$ cat src/rtl/tlul_host_arb_if.sv
// TL-UL request/response types and the bundle connecting M hosts and one device
// to the host arbiter.
package tlul_host_arb_pkg;
  localparam int TL_AIW = 8;

  typedef struct packed {
    logic              a_valid;
    logic [2:0]        a_opcode;
    logic [2:0]        a_param;
    logic [1:0]        a_size;
    logic [TL_AIW-1:0] a_source;
    logic [31:0]       a_address;
    logic [3:0]        a_mask;
    logic [31:0]       a_data;
    logic              d_ready;
  } tl_h2d_t;

  typedef struct packed {
    logic              d_valid;
    logic [2:0]        d_opcode;
    logic [2:0]        d_param;
    logic [1:0]        d_size;
    logic [TL_AIW-1:0] d_source;
    logic              d_sink;
    logic [31:0]       d_data;
    logic              d_error;
    logic              a_ready;
  } tl_d2h_t;
endpackage

interface tlul_host_arb_if #(
  parameter int M = 3
);
  import tlul_host_arb_pkg::*;
  localparam int HW = $clog2(M);

  tl_h2d_t         tl_h_req [M];
  tl_d2h_t         tl_h_rsp [M];
  tl_h2d_t         tl_d_req;
  tl_d2h_t         tl_d_rsp;
  logic [HW-1:0]   gnt_idx;
  logic            busy;

  modport slave  (input  tl_h_req, tl_d_rsp, output tl_h_rsp, tl_d_req, gnt_idx, busy);
  modport master (output tl_h_req, tl_d_rsp, input  tl_h_rsp, tl_d_req, gnt_idx, busy);
endinterface

$ cat src/rtl/tlul_host_arb.sv
// M:1 TL-UL arbiter: round-robin grant held across device stalls, per-host
// outstanding limit, host index carried in the low a_source bits for response routing.
module tlul_host_arb
  import tlul_host_arb_pkg::*;
#(
  parameter int M           = 3,
  parameter int MaxOutstand = 4
) (
  input  logic            clk_i,
  input  logic            rst_ni,
  tlul_host_arb_if.slave  bus
);
  localparam int HW = $clog2(M);
  localparam int CW = 4;

  typedef enum logic {IDLE, LOCK} state_e;

  state_e          state_q;
  logic [HW-1:0]   grant_q;
  logic [HW-1:0]   last_q;
  logic [CW-1:0]   cnt_q [M];

  logic [M-1:0]    eligible;
  logic [M-1:0]    rsp_accept;
  logic [HW-1:0]   rr_pick;
  logic [HW-1:0]   grant;
  logic [HW-1:0]   rsp_tag;
  logic            found;
  logic            req_valid;
  logic            req_accept;
  logic            tag_legal;

  // Round-robin search starts just after the host accepted last.
  always_comb begin
    int idx;
    idx     = 0;
    found   = 1'b0;
    rr_pick = '0;
    for (int k = 1; k <= M; k++) begin
      idx = int'(last_q) + k;
      if (idx >= M) idx = idx - M;
      if (!found && eligible[idx]) begin
        found   = 1'b1;
        rr_pick = HW'(idx);
      end
    end
  end

  assign grant      = (state_q == LOCK) ? grant_q : rr_pick;
  assign req_valid  = (state_q == LOCK) ? bus.tl_h_req[grant_q].a_valid : found;
  assign req_accept = req_valid && bus.tl_d_rsp.a_ready;
  assign rsp_tag    = bus.tl_d_rsp.d_source[HW-1:0];
  assign tag_legal  = int'(rsp_tag) < M;
  assign bus.gnt_idx = grant;

  always_comb begin
    bus.tl_d_req          = bus.tl_h_req[grant];
    bus.tl_d_req.a_valid  = req_valid;
    bus.tl_d_req.a_source = {bus.tl_h_req[grant].a_source[TL_AIW-HW-1:0], grant};
    // Illegal tags are sunk so the device never stalls on them.
    bus.tl_d_req.d_ready  = tag_legal ? bus.tl_h_req[rsp_tag].d_ready : 1'b1;
  end

  always_comb begin
    rsp_accept = '0;
    for (int i = 0; i < M; i++) begin
      bus.tl_h_rsp[i]          = bus.tl_d_rsp;
      bus.tl_h_rsp[i].d_source = {{HW{1'b0}}, bus.tl_d_rsp.d_source[TL_AIW-1:HW]};
      bus.tl_h_rsp[i].d_valid  = bus.tl_d_rsp.d_valid && (rsp_tag == HW'(i));
      bus.tl_h_rsp[i].a_ready  = req_valid && (grant == HW'(i)) &&
                                 bus.tl_d_rsp.a_ready && bus.tl_h_req[i].a_valid;
      rsp_accept[i]            = bus.tl_d_rsp.d_valid && (rsp_tag == HW'(i)) &&
                                 bus.tl_h_req[i].d_ready;
    end
  end

  always_comb begin
    bus.busy = 1'b0;
    for (int i = 0; i < M; i++) bus.busy = bus.busy | (|cnt_q[i]);
  end

  always_ff @(posedge clk_i or negedge rst_ni) begin
    if (!rst_ni) begin
      state_q <= IDLE;
      grant_q <= '0;
      last_q  <= HW'(M - 1);
    end else begin
      case (state_q)
        IDLE: if (found && !bus.tl_d_rsp.a_ready) begin
          state_q <= LOCK;
          grant_q <= rr_pick;
        end
        LOCK: if (req_accept) state_q <= IDLE;
        default: state_q <= IDLE;
      endcase
      if (req_accept) last_q <= grant;
    end
  end

  for (genvar gi = 0; gi < M; gi++) begin : g_host
    logic inc;
    logic dec;

    assign eligible[gi] = bus.tl_h_req[gi].a_valid && (cnt_q[gi] < CW'(MaxOutstand));
    assign inc          = req_accept && (grant == HW'(gi));
    assign dec          = rsp_accept[gi];

    // Decrement saturates so stale responses after a reset cannot wrap the count.
    always_ff @(posedge clk_i or negedge rst_ni) begin
      if (!rst_ni) begin
        cnt_q[gi] <= '0;
      end else if (inc && !dec) begin
        cnt_q[gi] <= cnt_q[gi] + 1'b1;
      end else if (dec && !inc && (cnt_q[gi] != '0)) begin
        cnt_q[gi] <= cnt_q[gi] - 1'b1;
      end
    end

    a_cnt_max: assert property (@(posedge clk_i) disable iff (!rst_ni)
      cnt_q[gi] <= CW'(MaxOutstand));
    a_cnt_underflow: assert property (@(posedge clk_i) disable iff (!rst_ni)
      !(dec && !inc && (cnt_q[gi] == '0)));
    a_src_msb_zero: assert property (@(posedge clk_i) disable iff (!rst_ni)
      bus.tl_h_req[gi].a_valid |-> (bus.tl_h_req[gi].a_source[TL_AIW-1:TL_AIW-HW] == '0));
  end

  a_tag_legal: assert property (@(posedge clk_i) disable iff (!rst_ni)
    bus.tl_d_rsp.d_valid |-> tag_legal);
endmodule

$ cat src/flat_wrapper.sv
// flat-port wrapper written by rule: the top's interface ports become plain ports
module tlul_host_arb_flat import tlul_host_arb_pkg::*;
#(
  parameter int M           = 3,
  parameter int MaxOutstand = 4
)
  (clk_i, rst_ni, bus_tl_h_req, bus_tl_d_rsp, bus_tl_h_rsp, bus_tl_d_req, bus_gnt_idx, bus_busy);
  tlul_host_arb_if #(.M(M)) bus_i ();
  input  logic clk_i;
  input  logic rst_ni;
  input wire logic [$bits(bus_i.tl_h_req)-1:0] bus_tl_h_req;
  input wire logic [$bits(bus_i.tl_d_rsp)-1:0] bus_tl_d_rsp;
  output wire logic [$bits(bus_i.tl_h_rsp)-1:0] bus_tl_h_rsp;
  output wire logic [$bits(bus_i.tl_d_req)-1:0] bus_tl_d_req;
  output wire logic [$bits(bus_i.gnt_idx)-1:0] bus_gnt_idx;
  output wire logic [$bits(bus_i.busy)-1:0] bus_busy;
  assign bus_i.tl_h_req = {>>{bus_tl_h_req}};
  assign bus_i.tl_d_rsp = bus_tl_d_rsp;
  assign bus_tl_h_rsp = {>>{bus_i.tl_h_rsp}};
  assign bus_tl_d_req = bus_i.tl_d_req;
  assign bus_gnt_idx = bus_i.gnt_idx;
  assign bus_busy = bus_i.busy;
  tlul_host_arb #(.M(M), .MaxOutstand(MaxOutstand)) u_core (.clk_i(clk_i), .rst_ni(rst_ni), .bus(bus_i));
endmodule
$ cat config.mk
export PLATFORM = sky130hd
export DESIGN_NAME = tlul_host_arb_flat
export DESIGN_NICKNAME = d
export VERILOG_FILES = /design/src/rtl/tlul_host_arb_if.sv /design/src/rtl/tlul_host_arb.sv /design/src/flat_wrapper.sv
export SDC_FILE = /design/constraint.sdc
export NUM_CORES = 1
export LEC_CHECK = 0
export CELL_PAD_IN_SITES_DETAIL_PLACEMENT = 1
export CELL_PAD_IN_SITES_GLOBAL_PLACEMENT = 1
export CORE_AREA = 2 2 215 217
export DETAILED_ROUTE_END_ITERATION = 12
export DIE_AREA = 0 0 217 219
export GPL_TIMING_DRIVEN = 0
export PLACE_DENSITY = 0.6
export SYNTH_ARGS = -nofsm -noshare
export SYNTH_HDL_FRONTEND = slang
export SYNTH_SLANG_ARGS = --single-unit
export TNS_END_PERCENT = 5
$ cat constraint.sdc
create_clock -name clk_i -period 5.8 [get_ports clk_i]
set_clock_uncertainty 0.1 [all_clocks]
set_input_delay 1.16 -clock clk_i [delete_from_list [all_inputs] [get_ports clk_i]]
set_output_delay 1.16 -clock clk_i [all_outputs]
set_load 0.01 [all_outputs]
==> results.yml <==
run_status:
  status: "finished, final reports clean"
clock_tree:
  clk_pin_slew_ns: 0.05
  numCtsBuffers: 3
  holdBufCountCts: 0
  root_buffer: "clkbuf_16"
  clock_path_buffers: 2
  htreeDepth: 1
  clkSinkCount: 17
  clk-insertion-delay-late_ns: 0.25
  cts_tree: "built"
timing:
  hold_violations: 0
  worst_slew_pin_slew_ns: 0.8178
  max_clock_freq_ghz: 0.1784
  finalSetupViolations: 0
  slew_viol_final: 0
  fin_tns_setup_ns: 0
  layout_min_cycle_time_ns: 5.604
  slew_headroom_pct: 45.31
  period_share_pct: 96.63
  rsz0062_at_grt: "true"
floorplanning:
  dieWidth_microns: 217
  dieArea_sq_mm: 0.04752
  initial_core_util_pct: 9.918
  core_sq_mm: 0.04509
  die_h_microns: 219
  io_pins: 557
  num_rows: 78
drt:
  wl_per_cell_microns: 17.53
  dr.pass1.iters: 4
  ant_nets: 0
  post-route-drc-count: 0
  vias_per_cell: 3.501
  routed_wl_microns: 29980
  vias: 5987
  drtIter0Drc: 186
finish:
  post-route-util_pct: 23.10
  nets: 1436
  final_common_cell: "clkdlybuf4s50_1"
  layout_common_cells: "clkdlybuf4s50_1 (462), buf_4 (162), nand2_1 (100)"
  drive_above_1_share_pct: 18.11
  diodes: 0
  fill_cells: 5422
  syn2layout_area_growth_pct: 132.9
yosys:
  synth_cells: 601
  yosys-mux-area-fraction_pct: 19.87
  synth_simple_gate_area_share_pct: 17.85
  synth_fa_ha_area_share_pct: 4.141
  ys.flop_type: "dfrtp_1"
  synth.cell_area_sq_mm: 0.004472
  synth_area_per_cell_sq_um: 7.441
  yosysUniqueCellTypes: 56
  synth_compound_area_share_pct: 16.06
  synth_xor_area_share_pct: 1.567
  ys_ff_latch: 17
  ys_async_sr_fraction_pct: 100.0
  synth-edff-count: 0
  ys_seq_area_share_pct: 9.541
  yosysWarnings: 0
  synth_top_family_by_area: "buffers and inverters"
pwr:
  p_sw_share_pct: 48.23
  switching_power_w: 0.002092
  intPower_w: 0.002245
  combPwrFrac_pct: 90.7
  p_clk_share_pct: 3.2
  p_per_area_mw_per_mm2: 416.5
  leakagePower_nw: 4.688
  ir_worst_vdd_v: 0.0001972
  p_seq_share_pct: 6.1
grt:
  gr-total-overflow: 0
  grt_usage_pct: 11.30
  antenna_found_initial: 0
  grt_pass1_wl_microns: 40980
  first_global_vias: 6209
  grt_max_degree: 18
critical_path:
  r2r_slack_ns: 1.63
  critPathSlowestCell: "clkdlybuf4s50_1"
  cp_cell_sequence: "clkdlybuf4s50_1, or4b_1, a211oi_2, o21ai_1, a311oi_4, buf_12, and2_1, buf_12, buf_6, nand2_1, o21ai_1, clkdlybuf4s50_1"
  cp_max_fo: 10
  worstSetupStartpointType: "input pin"
  endpoint_kind: "output port"
  cp_data_required_time_ns: 4.54
  arrival_ns: 4.34
  critical_path_class: "in -> out"
  slowest_delay_ns: 0.60
job:
  maxCapViolCount: 0
placed_design:
  port_buffers: 496
  finalWeightedCongestion: 0.8074
  dp.final_hpwl_microns: 26460
worst_hold_path:
  min_path_type: "reg -> reg"
-- power by group through the flow --
| stage | registers [W] | clock network (W) | logic, W |
|---|---|---|---|
| 6_report | 0.000264 | 0.000141 | 0.00393 |
| 5_1_grt | 0.000277 | 0.000150 | 0.00428 |
| 4_1_cts | 0.000262 | 0.000144 | 0.00398 |
| 3_5_place_dp | 0.000262 | 0 | 0.00400 |
| 3_3_place_gp | 0.000258 | 0 | 0.00397 |
| 2_1_floorplan | 0.000236 | 0 | 0.00197 |
-- final cells by class --
type                       instances  area, sq um  area share [%]
buffer                           183         1385           13.30
clock buffer                       4        78.83          0.7569
inverter                           8        30.03          0.2884
multi-input combinational        397         2716           26.08
sequential                        17        426.7           4.097
tap                              600        750.7           7.209
timing repair buffer             501         5026           48.26
-- per-layer routing --
layer	GRT usage (%)	up-vias	wire length, microns
met5	0	-	0
met4	1.667	0	438
met3	2.148	14	1913
met2	21.58	220	15810
met1	13.20	2826	11810
li1	-	2927	-
-- cell usage after synthesis (all sizes together) (3+ instances only) --
library cell / number / area, sq um
nor3b: 5 / 37.54
nand3: 3 / 27.53
nand2: 102 / 382.9
xnor2: 4 / 35.03
fa: 3 / 60.06
dfrtp: 16 / 400.4
ha: 10 / 125.1
a21oi: 5 / 25.02
buf: 173 / 1310
nor3: 4 / 20.02
a21o: 5 / 37.54
and2: 8 / 50.05
clkbuf: 11 / 41.29
nor2: 11 / 41.29
nor4b: 5 / 43.79
o211ai: 4 / 30.03
inv: 8 / 30.03
nor4: 5 / 31.28
xor2: 4 / 35.03
mux2i: 85 / 850.8
mux2: 3 / 37.53
a211oi: 3 / 22.52
o21ai: 92 / 460.4
-- kinds of logic (layout without fill, tap and decap cells) --
logic type      Yosys count  count (layout)
buf+inv                 192             696
other cells               1               6
fa+ha+maj                13              13
simple gates            160             160
mux                      88              88
flops                    17              17
compound gates          122             122
xor+xnor                  8               8
-- final timing paths --
| path | start | to | cells after the start |
|---|---|---|---|
| worst max-delay path | bus_tl_h_req[85] | bus_tl_d_req[63] | 12 |
| worst min-delay path | u_core.last_q[1] | u_core.last_q[1] | 1 |
| worst max register to register | u_core.last_q[0] | u_core.cnt_q[7] | 16 |
| worst min register to register | u_core.last_q[1] | u_core.last_q[1] | 1 |
| max in group asynchronous | rst_ni | u_core.grant_q[0] | 1 |
| min in group asynchronous | rst_ni | u_core.cnt_q[9] | 1 |
-- sequential cells by signal, indices dropped and copies added (netlist names) --
register / count
u_core.cnt_q: 12
u_core.grant_q: 2
u_core.last_q: 2
u_core.state_q: 1
-- critical path, delay by kind of cell --
kind / cells / cell delay (ns)
compound gates: 4 / 0.83
simple gates: 3 / 0.74
buf+inv: 5 / 1.61
-- through the flow --
stage / total power [W] / setup WS, ns / cell area, sq um / instances / hold WS, ns
after floorplan: 0.002211 / 1.327 / 4491 / 606 / 0.4066
after global placement: 0.004230 / -0.7244 / 10210 / 1702 / 0.4234
after detailed placement: 0.004267 / -0.6963 / 10210 / 1702 / 0.4280
after CTS: 0.004386 / -0.03400 / 10300 / 1706 / 0.4360
after global routing: 0.004705 / -0.009393 / 10410 / 1710 / 0.4572
final: 0.004337 / 0.1957 / 10410 / 1710 / 0.4342
-- what timing repair did --
item | CTS | global route
gates cloned | 0 | 1
pin swaps | 1 | 1
setup buffers | 1 | 3
endpoints found under the setup margin | 87 | 62
gates resized for setup | 34 | 19
Note: power is estimated with default switching activity, not from simulation.
